[src/rtl/hcsr04_ranger.sv]
// hcsr04_ranger: round-robin ranging of three HC-SR04 sensors into 12-bit cm distances
module hcsr04_ranger #(
  parameter int TRIG_CYC    = 500,
  parameter int CYC_PER_CM  = 2900,
  parameter int ECHO_TO_CYC = 1500000,
  parameter int GAP_CYC     = 3000000,
  parameter int MAX_CM      = 400
) (
  input  logic        clk,
  input  logic        reset,
  input  logic        enable,
  input  logic [2:0]  echo,
  output logic [2:0]  trig,
  output logic [11:0] sens1,
  output logic [11:0] sens2,
  output logic [11:0] sens3,
  output logic [2:0]  timeout,
  output logic        frame_valid,
  output logic        busy
);
  localparam logic [2:0] IDLE = 3'd0, TRIG = 3'd1, WAIT_RISE = 3'd2, MEASURE = 3'd3, GAP = 3'd4;
  localparam int TM1 = ECHO_TO_CYC > TRIG_CYC ? ECHO_TO_CYC : TRIG_CYC;
  localparam int TMAX = GAP_CYC > TM1 ? GAP_CYC : TM1;
  localparam int TW = $clog2(TMAX + 1);
  localparam int PW = CYC_PER_CM > 1 ? $clog2(CYC_PER_CM) : 1;
  logic [2:0] state, echo_m, echo_s;
  logic [1:0] idx;
  logic [TW-1:0] timer;
  logic [PW-1:0] pre;
  logic [11:0] cm, res;
  logic sel, tick, pre_wrap, t_echo, done, to_flag;
  always_comb begin
    sel = echo_s[idx];
    tick = (state == WAIT_RISE || state == MEASURE) && sel;
    pre_wrap = pre == PW'(CYC_PER_CM - 1);
    t_echo = timer == TW'(ECHO_TO_CYC - 1);
    done = (state == WAIT_RISE && !sel && t_echo) || (state == MEASURE && (!sel || t_echo));
    to_flag = state == WAIT_RISE || sel;
    res = to_flag ? 12'(MAX_CM) : cm;
    trig = state == TRIG ? 3'b001 << idx : 3'b000;
    busy = state != IDLE;
  end
  always_ff @(posedge clk) begin
    if (!reset) begin
      state <= IDLE;
      idx <= 2'd0;
      timer <= '0;
      pre <= '0;
      cm <= 12'd0;
      echo_m <= 3'd0;
      echo_s <= 3'd0;
      sens1 <= 12'd0;
      sens2 <= 12'd0;
      sens3 <= 12'd0;
      timeout <= 3'd0;
      frame_valid <= 1'b0;
    end else begin
      echo_m <= echo;
      echo_s <= echo_m;
      frame_valid <= 1'b0;
      if (tick) begin
        pre <= pre_wrap ? '0 : pre + 1'b1;
        if (pre_wrap && cm < 12'(MAX_CM)) cm <= cm + 1'b1;
      end
      if (done) begin
        if (idx == 2'd0) sens1 <= res;
        if (idx == 2'd1) sens2 <= res;
        if (idx == 2'd2) sens3 <= res;
        timeout[idx] <= to_flag;
      end
      case (state)
        IDLE: if (enable) begin
          state <= TRIG;
          idx <= 2'd0;
          timer <= '0;
          pre <= '0;
          cm <= 12'd0;
        end
        TRIG: begin
          state <= timer == TW'(TRIG_CYC - 1) ? WAIT_RISE : TRIG;
          timer <= timer == TW'(TRIG_CYC - 1) ? '0 : timer + 1'b1;
        end
        WAIT_RISE: begin
          state <= sel ? MEASURE : done ? GAP : WAIT_RISE;
          timer <= sel || done ? '0 : timer + 1'b1;
        end
        MEASURE: begin
          state <= done ? GAP : MEASURE;
          timer <= done ? '0 : timer + 1'b1;
        end
        GAP: if (timer == TW'(GAP_CYC - 1)) begin
          timer <= '0;
          pre <= '0;
          cm <= 12'd0;
          state <= idx == 2'd2 ? IDLE : TRIG;
          idx <= idx == 2'd2 ? idx : idx + 1'b1;
          frame_valid <= idx == 2'd2;
        end else timer <= timer + 1'b1;
        default: state <= IDLE;
      endcase
    end
  end
endmodule

[config.mk]
export PLATFORM = sky130hd
export DESIGN_NAME = hcsr04_ranger
export DESIGN_NICKNAME = d
export VERILOG_FILES = /design/src/rtl/hcsr04_ranger.sv
export SDC_FILE = /design/constraint.sdc
export NUM_CORES = 1
export LEC_CHECK = 0
export BUFFER_PORTS_ARGS = -buffer_cell sky130_fd_sc_hd__buf_4
export CORE_MARGIN = 4
export CORE_UTILIZATION = 47
export CTS_BUF_LIST = sky130_fd_sc_hd__clkbuf_2
export DETAILED_ROUTE_END_ITERATION = 16
export HOLD_SLACK_MARGIN = 0.08
export PLACE_DENSITY = 0.66
export SLEW_MARGIN = 20
export SYNTH_ARGS = -nofsm -noshare
export SYNTH_HDL_FRONTEND = slang
export SYNTH_SLANG_ARGS = --single-unit
export TNS_END_PERCENT = 1
[constraint.sdc]
create_clock -name clk -period 2.8 [get_ports clk]
set_clock_uncertainty 0.05 [all_clocks]
set_input_delay 0 -clock clk [delete_from_list [all_inputs] [get_ports clk]]
set_output_delay 0 -clock clk [all_outputs]
set_load 0.005 [all_outputs]
### After elaboration in Yosys (flattened, before gate mapping)

Index checks and enable logic that the tools add are counted.

| operators by class | value |
|---|---|
| add/subtract/negate cells | 4 |
| magnitude comparators | 3 |
| equality and inequality tests | 13 |
| shifts and indexed selects | 1 |
| multiplexer cells | 35 |
| reduce and logical (&&, ||, !) cells | 24 |

Operators with widths:

| operator | count |
|---|---|
| 22-bit 2-to-1 mux | 5 |
| 22-bit one-hot mux with 5 select lines | 1 |
| 12-bit 2-to-1 mux | 9 |
| 12-bit one-hot mux with 2 select lines | 2 |
| 12-bit by 1-bit adder with 12-bit output, second input constant | 2 |
| 22-bit by 1-bit adder with 22-bit output, second input constant | 1 |
| 22-bit by 21-bit equality test with 1-bit output, second input constant | 1 |
| 22-bit equality test, second input constant | 1 |
| 22-bit by 9-bit equality test with 1-bit output, second input constant | 1 |
| 3-bit 2-to-1 mux | 6 |
| 3-bit one-hot mux with 5 select lines | 1 |
| 12-bit equality test, second input constant | 1 |
| 12-bit by 9-bit less-than comparator with 1-bit output, second input constant | 1 |
| 2-bit AND reduction | 5 |
| 2-bit 2-to-1 mux | 4 |
| 3-bit by 2-bit equality test with 1-bit output, second input constant | 2 |
| 1-bit logical AND | 6 |
| 2-bit inequality test, second input constant | 3 |
| 1-bit logical OR | 5 |
| 5-bit nonzero test | 1 |
| 2-bit one-hot mux with 2 select lines | 1 |
| 4-bit AND reduction | 1 |
| 3-bit bitwise mux | 1 |
| 3-bit by 1-bit equality test with 1-bit output, second input constant | 1 |
| 16 further kinds | 18 |

| word-level totals | value |
|---|---|
| register bits after elaboration | 97 |
| bits of input ports | 6 |
| word-level logic and storage cells | 92 |

### Depth between registers and ports, before layout

Gate-level depths: netlist (run 1).

| depth | value |
|---|---|
| depth after elaboration | 9 |
| mapped depth | 8 |
| mapped depth without buffers | 6 |

### Least setup slack after synthesis (run 1)

Ideal clock, no wire load.

| path | value |
|---|---|
| path type | register to register |
| start | register timer[5] |
| end | register sens1[8] |
| arrival | 2.237 ns |
| setup slack | 0.440 ns |
| stages on the path, launching flop included | 7 |
| period minus slack after synthesis | 2.360 ns |
| path through | dfxtp_1 > or4b_1 > nor4_4 > a31oi_2 > nor4b_4 > buf_6 > mux2i_1 |

| on the way | value |
|---|---|
| cells in the longest elaborated chain, start to end | 5 |

RTL lines:

| what | RTL line | text |
|---|---|---|
| start, declared | 28 | `logic [TW-1:0] timer;` |
| start signal, assigned | 81 | `timer <= timer == TW'(TRIG_CYC - 1) ? '0 : timer + 1'b1;` |
| start signal, assigned | 85 | `timer <= sel \|\| done ? '0 : timer + 1'b1;` |
| start signal, assigned | 89 | `timer <= done ? '0 : timer + 1'b1;` |
| 22-bit by 21-bit equality test with 1-bit output (*) | 36 | `t_echo = timer == TW'(ECHO_TO_CYC - 1);` |
| 1-bit logical OR | 37 | `done = (state == WAIT_RISE && !sel && t_echo) \|\| (state == MEASURE && (!sel \|\| t_echo));` |
| 1-bit logical AND | 37 |  |
| 1-bit logical OR (*) | 37 |  |
| 2-bit AND reduction (no source line) (*) | n/a |  |
| end signal, assigned | 66 | `if (idx == 2'd0) sens1 <= res;` |
| end, declared | 14 | `output logic [11:0] sens1,` |

Every way passes the cells marked *; elsewhere a longest branch is shown, timed or not.
A chain may end at the register's enable or synchronous reset.

### Worst setup path in the final report (run 1)

| path | value |
|---|---|
| start | register timer[10] |
| end | register sens1[0] |

The elaborated chain is that of the path after synthesis.

==> summary.md, run 1 <==
| Metric | Value |
|---|---|
| Kind of critical path | flip-flop to flip-flop |
| Max cap viols | 0 |
| Hold Path Origin | reset |
| R2R depth | 6 |
| Slew of the pin with the lowest slew margin | 918 ps |
| Top_reg_cell synth | dfxtp_1 |
| Status | completed |
| Final Hold Fails | 0 |
| CTS Buffer Depth | 2 |
| IO Port Bufs | 49 |
| Cts repair resizes | 0 |
| Routed wl met2 | roughly 4600 um |
| Post-DRT Antenna Nets | 0 |
| HP Class | input port to flip-flop |
| CP endpoint kind | flip-flop |
| Post-CTS Setup Bufs | 0 |
| R2r endpoint | sens1[0] |
| Ys Warns | 0 |
| Pwr dens | ~420 mW/mm2 |
| CP Data Arrival Time | ~3000 ps |
| Cells after Synth | between 500 and 600 |
| Root buffer cell | clkbuf_2 |
| Max-slew headroom | about two fifths |
| Syn-to-layout area delta | 15.7% |
| Antenna violations before repair | 0 |
| Post-Place Setup Slack | about 350 ps |
| Post-synthesis sequential area ratio | 43.0% |
| Clk Latency, worst-skew pair | about 580 ps |
| Clock sinks | just under 100 |
| Final setup violation count | 0 |
| Post-Syn Area | ~0.0045 mm2 |
| Setup ws final | about 270 ps |
| Max-slew violations | 0 |
| Max FO, Critical Path | 13 |
| R2R setup slack | about 270 ps |
| Placer Congestion | about 0.93 |
| Pin count of the biggest net entering global routing | 53 |
| H-tree depth | 3 |
| WL met1 | about 5000 um |
| WL per Instance | about 15 um |
| Initial Util | approximately half |
| Worst r2r src | timer[10] |
| Met3 Wirelength | between 600 and 700 um |
| Asr flop ratio synth | 0% |
| WHS Endpoint | frame_valid |
| RSZ-0062 raised after global routing | false |
| Yosys reg bits | 97 |
| Tot GR Track Use | a little under a fifth |
| Worst hold slack | between 200 and 250 ps |
| Setup crit start kind | flip-flop |
| CP required | between 3000 and 4000 ps |
| Leak pwr | roughly 1.7 nW |
| Synth cell types | 49 |
| Drt first-iter violations | approximately 280 |
| F_max | approximately 400 MHz |
| Number of diodes | 0 |
| Die X | around 110 um |
| Tcrit/Tclk final | 90.5% |
| Via count | 3808 |
| Hold depth | 4 |
| Drt first pass iters | 5 |
| First-pass GRT wire length | between 15000 and 20000 um |
| Layout cells sized above 1 | 15.6% |
| Row cnt | 35 |
| Core Util, Final | around 56% |
| Number of synthesized flops with an enable pin | 0 |
| Final Cell Area | 0.00523 mm2 |
| Max VDD drop | about 220 uV |
| DRC errors left | 0 |
| Max layer used | met4 |
| Vias in the first global route | roughly 3500 |
| Setup TNS | 0 ps |
| Total Wirelength | between 10000 and 15000 um |
| CTS tree | yes |
| Mapped Nets | 516 |
| Fin crit period | between 2000 and 3000 ps |
| DIE HEIGHT | around 110 um |
| Overflow after GRT | 0 |
| I/O pins | 50 |
| Post-DP HPWL | roughly 7500 um |
| Post-Syn Area per Cell | between 8 and 9 um2 |
| Vias per inst | ~5.5 |
| Nets | 570 |
| Cell Area, Placed | ~0.0050 mm2 |
| CTS buffer count | 9 |
| Core footprint | 0.00928 mm2 |
| Clock-pin slew on the worst setup and hold paths | just under 300 ps |
| Die Area | between 0.01 and 0.015 mm2 |
==> cell type report <==
type | count | area [um2]
flip-flops and latches | 97 | 1940
clock buffers | 9 | 45.0
fillers | 889 | 4060
clock inverters | 7 | 71.3
multi-input cells | 360 | 2380
well taps | 129 | 161
repair buffers | 72 | 563
inverters | 18 | 67.6
==> cells in the mapped netlist (3+ instances only) <==
cell type	count	area (um2)
dfxtp_1	97	1940
nand2_1	63	236
mux2i_1	44	440
nor2_1	35	131
xnor2_1	33	289
a21oi_1	27	135
clkbuf_1	22	82.6
nand3_1	22	110
nor4_1	20	125
inv_1	16	60.1
nand4_1	16	100
nor3_1	16	80.1
and2_1	12	75.1
ha_1	6	75.1
nor4b_1	6	52.6
o21ai_0	5	25.0
o21ai_1	5	25.0
or3_1	5	31.3
and4_1	4	35.0
a31oi_1	3	18.8
buf_2	3	15.0
buf_6	3	33.8
nor4b_4	3	71.3
o211ai_1	3	22.5
o21a_1	3	22.5
xor2_1	3	26.3
==> cells in the final DEF, fill, tap and decap left out, types with 20 or more instances in the layout <==
master,netlist,final
xnor2_1,33,33
dfxtp_1,97,97
nor4_1,20,20
nor2_1,35,35
buf_4,0,63
a21oi_1,27,27
mux2i_1,44,44
nand3_1,22,22
nand2_1,63,63
==> metal layers <==
metal	track usage, %	vias to the layer above
li1	-	1888
met1	27.5	1782
met2	28.8	131
met3	3.64	7
met4	5.92	0
met5	0	-
==> flip-flops by register name (all words and copies together), names as in the netlist, 2 cells and up <==
signal and flops:
timer 22, timeout 3, pre 12, sens2 12, cm 12, state 3
sens1 12, idx 2, echo_m 3, echo_s 3, sens3 12
==> stage by stage <==
step / total power, mW / std cells
final: 2.18 / 692
after global routing: 2.28 / 692
after CTS: 2.21 / 692
after detailed placement: 1.52 / 667
after global placement: 1.52 / 667
after floorplan: 1.49 / 504
==> worst max-delay path, cell delays in order, from the launching register on <==
cell     delay (ps)
dfxtp_1         440
or4_1           600
nor3_2          300
a31oi_2         260
nor4b_4         300
buf_4           290
mux2i_1         220
==> worst max-delay path by stage <==
stage | startpoint | end | slack, ps | cells after the start
2_1_floorplan | timer[5] | sens1[8] | 440 | 6
3_3_place_gp | timer[13] | pre[6] | 400 | 5
3_5_place_dp | timer[5] | sens3[4] | 350 | 6
4_1_cts | timer[5] | sens1[0] | 260 | 6
5_1_grt | timer[16] | sens3[6] | 60 | 6
6_report | timer[10] | sens1[0] | 270 | 6
==> cells by family (layout without fill, tap and decap cells) <==
family          Yosys count  after routing  share of synthesized area (%)
compound gates           57             57                           7.70
mux                      44             44                           9.75
xor+xnor                 36             36                           6.98
buf+inv                  47            106                           4.49
simple gates            217            217                           26.4
fa+ha+maj                 6              6                           1.66
flops                    97             97                           43.0
==> power by group <==
part           internal [mW]  switching, mW  leakage (nW)
clock                  0.144          0.529        0.0657
combinational         0.0405         0.0672         0.891
sequential              1.39        0.00664         0.783
total                   1.58          0.602          1.74
==> repair_timing <==
item	in CTS	in global routing
hold endpoints to repair	95	0
hold buffers	9	0
setup endpoints to repair	0	0
Power figures use the tool's default switching activity.
==> run 2: changes to the inputs <==
==> constraint.sdc (replaced) <==
create_clock -name clk -period 2.7 [get_ports clk]
set_clock_uncertainty 0.05 [all_clocks]
set_input_delay 0 -clock clk [delete_from_list [all_inputs] [get_ports clk]]
set_output_delay 0 -clock clk [all_outputs]
set_load 0.005 [all_outputs]
==> summary.md, run 2 (same netlist as run 1, synthesis figures left out) <==
| Metric | Value |
|---|---|
| First-pass GRT wire length | between 15000 and 20000 um |
| Fin crit period | approximately 2500 ps |
| Status | completed |
| Clock power share | between 20% and 30% |
| Final Hold Fails | 0 |
| Final setup violation count | 0 |
| Core Util, Final | 56.3% |
| DIE HEIGHT | 106 um |
| Met3 Wirelength | roughly 700 um |
| R2R depth | 6 |
| Sw Pwr | between 0.6 and 0.7 mW |
| F_max | around 400 MHz |
| Clock sinks | 97 |
| CTS tree | yes |
| Comb power frac | under 10% |
| Slew of the pin with the lowest slew margin | 896 ps |
| Drt first pass iters | 4 |
| Drt first-iter violations | 193 |
| WL met1 | 5150 um |
| Syn-to-layout area delta | 15.8% |
| Root buffer cell | clkbuf_2 |
| IO Port Bufs | between 40 and 50 |
| CTS Buffer Depth | 2 |
| Max VDD drop | roughly 180 uV |
| Clock-pin slew on the worst setup and hold paths | between 200 and 300 ps |
| Antenna violations before repair | 0 |
| Max reg flops | 22 |
| Commonest non-fill, non-tap cell in the layout | dfxtp_1 |
| Via count | roughly 3800 |
| Max cap viols | 0 |
| CTS buffer count | 9 |
| Clk Latency, worst-skew pair | 580 ps |
| H-tree depth | 3 |
| Commonest non-fill, non-tap cells in the layout | dfxtp_1 (97), buf_4 (66), nand2_1 (63) |
| Leak pwr | about 1.7 nW |
| Setup crit start kind | flip-flop |
| Kind of critical path | flip-flop to flip-flop |
| Design Power | ~2.2 mW |
| Row cnt | 35 |
| Max FO, Critical Path | 13 |
| Routed wl met2 | approximately 4600 um |
| Max-slew violations | 0 |
| CP endpoint kind | flip-flop |
| Hold depth | 4 |
| Setup ws final | ~190 ps |
| Overflow after GRT | 0 |
| Max-slew headroom | between 40% and 50% |
| Vias per inst | ~5.5 |
| WL per Instance | ~15 um |
| I/O pins | 50 |
| Sw Share | a little over a quarter |
| Post-DP HPWL | ~7600 um |
| Nets | 572 |
| Flop pwr share | between 60% and 70% |
| HP Class | input port to flip-flop |
| DRC errors left | 0 |
| CP required | roughly 3200 ps |
| Tot GR Track Use | about a fifth |
| RSZ-0062 raised after global routing | false |
| Number of diodes | 0 |
| Core footprint | slightly above 0.009 mm2 |
| Internal power | about 1.6 mW |
| Die Area | ~0.011 mm2 |
| Vias in the first global route | 3577 |
| Post-Place Setup Slack | approximately 250 ps |
| Placer Congestion | 0.913 |
| Pin count of the biggest net entering global routing | between 50 and 60 |
| Total Wirelength | 10600 um |
| Biggest register | timer |
| Die X | 106 um |
| Max layer used | met4 |
| Post-DRT Antenna Nets | 0 |
| Pwr dens | ~430 mW/mm2 |
| R2R setup slack | ~190 ps |
| Setup TNS | 0 ps |
| Fill cell count | 863 |
| Initial Util | 48.7% |
| Tcrit/Tclk final | about 93% |
| CP Data Arrival Time | 2970 ps |
| Layout cells sized above 1 | 16.1% |
==> run 2: power groups by stage <==
| stage | combinational [mW] | clock (mW) | sequential [mW] |
|---|---|---|---|
| floorplan | 0.0734 | 0 | 1.47 |
| global route | 0.125 | 0.746 | 1.46 |
| CTS | 0.113 | 0.689 | 1.45 |
| detailed placement | 0.103 | 0 | 1.48 |
| finish | 0.112 | 0.667 | 1.45 |
| global placement | 0.102 | 0 | 1.48 |
==> run 2: area by class of cell <==
cell class	instances	area, um2	area share (%)
Clock inverter	7	60.1	1.15
Tap cell	129	161	3.09
Sequential cell	97	1940	37.1
Timing Repair Buffer	74	576	11.0
Inverter	18	67.6	1.29
Clock buffer	9	45.0	0.861
Multi-Input combinational cell	360	2380	45.5
==> run 2: stage by stage <==
step | hold WS [ps] | instances | instance area (um2)
after floorplan | 77.3 | 504 | 4520
after global placement | 157 | 670 | 5040
after detailed placement | 163 | 670 | 5040
after CTS | 208 | 694 | 5230
after global routing | 227 | 694 | 5230
final | 237 | 694 | 5230
==> run 2: critical path, cell delays in order, from the launching register on <==
cell     delay (ps)
dfxtp_1         480
or4_1           570
nor3_2          290
a31oi_2         250
nor4b_4         300
buf_4           290
mux2i_1         200
==> run 2: layer usage <==
layer	up-vias	global-route usage (%)
met5	-	0
met1	1784	28.5
met4	0	6.38
li1	1897	-
met3	9	3.46
met2	107	28.1
==> run 2: path summary, 6_finish.rpt <==
check,from,endpoint
worst max-delay path,timer[16],sens2[11]
worst min-delay path,reset,frame_valid
worst max register to register,timer[16],sens2[11]
worst min register to register,echo_m[1],echo_s[1]
==> run 2: what timing repair did <==
item | 4_1_cts | 5_1_grt
hold buffers | 8 | 0
buffers inserted | 0 | 0
gates resized for setup | 0 | 0
endpoints found under the hold margin | 92 | 0
==> run 3: changes to the inputs <==
--- a/config.mk
+++ b/config.mk
@@ -7,11 +7,11 @@
 export LEC_CHECK = 0
 export BUFFER_PORTS_ARGS = -buffer_cell sky130_fd_sc_hd__buf_4
 export CORE_MARGIN = 4
-export CORE_UTILIZATION = 47
+export CORE_UTILIZATION = 40
 export CTS_BUF_LIST = sky130_fd_sc_hd__clkbuf_2
 export DETAILED_ROUTE_END_ITERATION = 16
 export HOLD_SLACK_MARGIN = 0.08
-export PLACE_DENSITY = 0.66
+export PLACE_DENSITY = 0.58
 export SLEW_MARGIN = 20
 export SYNTH_ARGS = -nofsm -noshare
 export SYNTH_HDL_FRONTEND = slang
==> summary.md, run 3 (same netlist as run 1, synthesis figures left out) <==
| Metric | Value |
|---|---|
| Placer Congestion | approximately 0.9 |
| Hold depth | 5 |
| CP top delay family | simple AND/OR/NAND/NOR gates |
| Overflow after GRT | 0 |
| Worst r2r src | timer[5] |
| Status | completed |
| Max cap viols | 0 |
| Tot GR Track Use | ~18% |
| Total Wirelength | roughly 11000 um |
| Tcrit/Tclk final | between 90% and 100% |
| Commonest non-fill, non-tap cells in the layout | dfxtp_1 (97), buf_4 (64), nand2_1 (63) |
| CP endpoint | sens1[4] |
| Final Hold Fails | 0 |
| Drt first pass iters | 6 |
| CTS Buffer Depth | 2 |
| First-pass GRT wire length | about 19000 um |
| Worst hold slack | around 300 ps |
| Die X | roughly 110 um |
| Nets | 575 |
| CTS tree | yes |
| Core Util, Final | between 40% and 50% |
| WL per Instance | roughly 15 um |
| Clock-pin slew on the worst setup and hold paths | roughly 240 ps |
| Slowest stage cell, crit path | or4b_1 |
| Post-CTS Setup Bufs | 0 |
| Max reg flops | 22 |
| I/O pins | 50 |
| Commonest non-fill, non-tap cell in the layout | dfxtp_1 |
| Fin crit period | around 2500 ps |
| R2R depth | 6 |
| Number of diodes | 0 |
| Post-DRT Antenna Nets | 0 |
| Setup TNS | 0 ps |
| R2R setup slack | 230 ps |
| CTS buffer count | 9 |
| Layout cells sized above 1 | 15.7% |
| Final setup violation count | 0 |
| Max-slew headroom | between 60% and 70% |
| Critical path startpoint | timer[5] |
| DRC errors left | 0 |
| Leak pwr | ~1.8 nW |
| Cell Area, Placed | ~0.005 mm2 |
| Core footprint | around 0.011 mm2 |
| H-tree depth | 3 |
| Critical-path cell list | or4b_1 -> nor4_4 -> a31oi_2 -> nor4b_4 -> buf_4 -> mux2i_1 |
| HP Class | input port to flip-flop |
| Setup crit start kind | flip-flop |
| Clk Latency, worst-skew pair | around 540 ps |
| F_max | a little over 400 MHz |
| Final Cell Area | 0.00529 mm2 |
| Slew of the pin with the lowest slew margin | between 500 and 600 ps |
| Initial Util | around two fifths |
| Max-slew violations | 0 |
| CP required | ~3100 ps |
| Post-DP HPWL | 7810 um |
| Root buffer cell | clkbuf_2 |
| CP endpoint kind | flip-flop |
| Vias per inst | between 5 and 6 |
| Drt first-iter violations | approximately 240 |
| CP Data Arrival Time | 2910 ps |
| Kind of critical path | flip-flop to flip-flop |
| Biggest register | timer |
| Via count | between 3000 and 4000 |
| Pin count of the biggest net entering global routing | between 40 and 50 |
| Max VDD drop | 178 uV |
| Die Area | between 0.01 and 0.015 mm2 |
| WP buf/inv | 1 |
| Pwr dens | ~400 mW/mm2 |
| Antenna violations before repair | 0 |
| Row cnt | 38 |
| Syn-to-layout area delta | 17.1% |
| DIE HEIGHT | 114 um |
| CP Depth | 6 |
| R2r endpoint | sens1[4] |
| Max FO, Critical Path | 13 |
| RSZ-0062 raised after global routing | false |
| CP peak stage delay | between 500 and 600 ps |
| Vias in the first global route | 3710 |
| IO Port Bufs | 49 |
| Clock sinks | slightly below 100 |
==> run 3: changes by cell type in the layout (fill, tap and decap cells not counted), sizes merged <==
cell and delta:
inv -4, dlygate4sd3 +2, clkinvlp -1, clkbuf +1, buf +1, clkinv +4
==> run 3: cell type report <==
class	count	area (um2)
Fill cell	1072	5650
Multi-Input combinational cell	360	2380
Sequential cell	97	1940
Timing Repair Buffer	77	641
Tap cell	140	175
Inverter	18	67.6
Clock buffer	10	50.0
Clock inverter	6	35.0
==> run 3: how the worst min path moves through the flow <==
stage | from | slack (ps) | end
2_1_floorplan | echo[0] | 80 | echo_m[0]
3_3_place_gp | echo[1] | 160 | echo_m[1]
3_5_place_dp | echo[2] | 160 | echo_m[2]
4_1_cts | enable | 230 | idx[0]
5_1_grt | enable | 240 | idx[0]
6_report | enable | 300 | idx[0]
==> run 3: worst register-to-register path: stages (launching register included) <==
cell	delay (ps)
dfxtp_1	410
or4b_1	580
nor4_4	310
a31oi_2	260
nor4b_4	300
buf_4	280
mux2i_1	220
==> run 3: what timing repair did <==
action,CTS,global route
gates resized for setup,0,0
hold endpoints to repair,97,0
hold buffers,10,0
==> run 3: metrics by stage <==
stage | instances | total power [mW] | setup WS (ps)
floorplan | 504 | 1.55 | 340
global placement | 682 | 1.58 | 311
detailed placement | 682 | 1.59 | 259
CTS | 708 | 2.19 | 204
global route | 708 | 2.27 | 28.7
finish | 708 | 2.15 | 225
==> run 3: report_power, final <==
group          leakage, nW  switching [mW]  internal, mW
Sequential           0.783         0.00696          1.44
Combinational        0.927          0.0717        0.0469
Clock               0.0507           0.467         0.117
==> run 3: layer usage <==
| layer | part of all wire, % | routed length [um] | vias to the layer above | global-route usage, % |
|---|---|---|---|---|
| met5 | 0 | 0 | - | 0 |
| met4 | 2.4 | 261 | 0 | 7.76 |
| met3 | 4.8 | 518 | 17 | 2.96 |
| met2 | 44 | 4730 | 116 | 26.2 |
| met1 | 49 | 5290 | 1821 | 24.9 |
| li1 | - | - | 1902 | - |
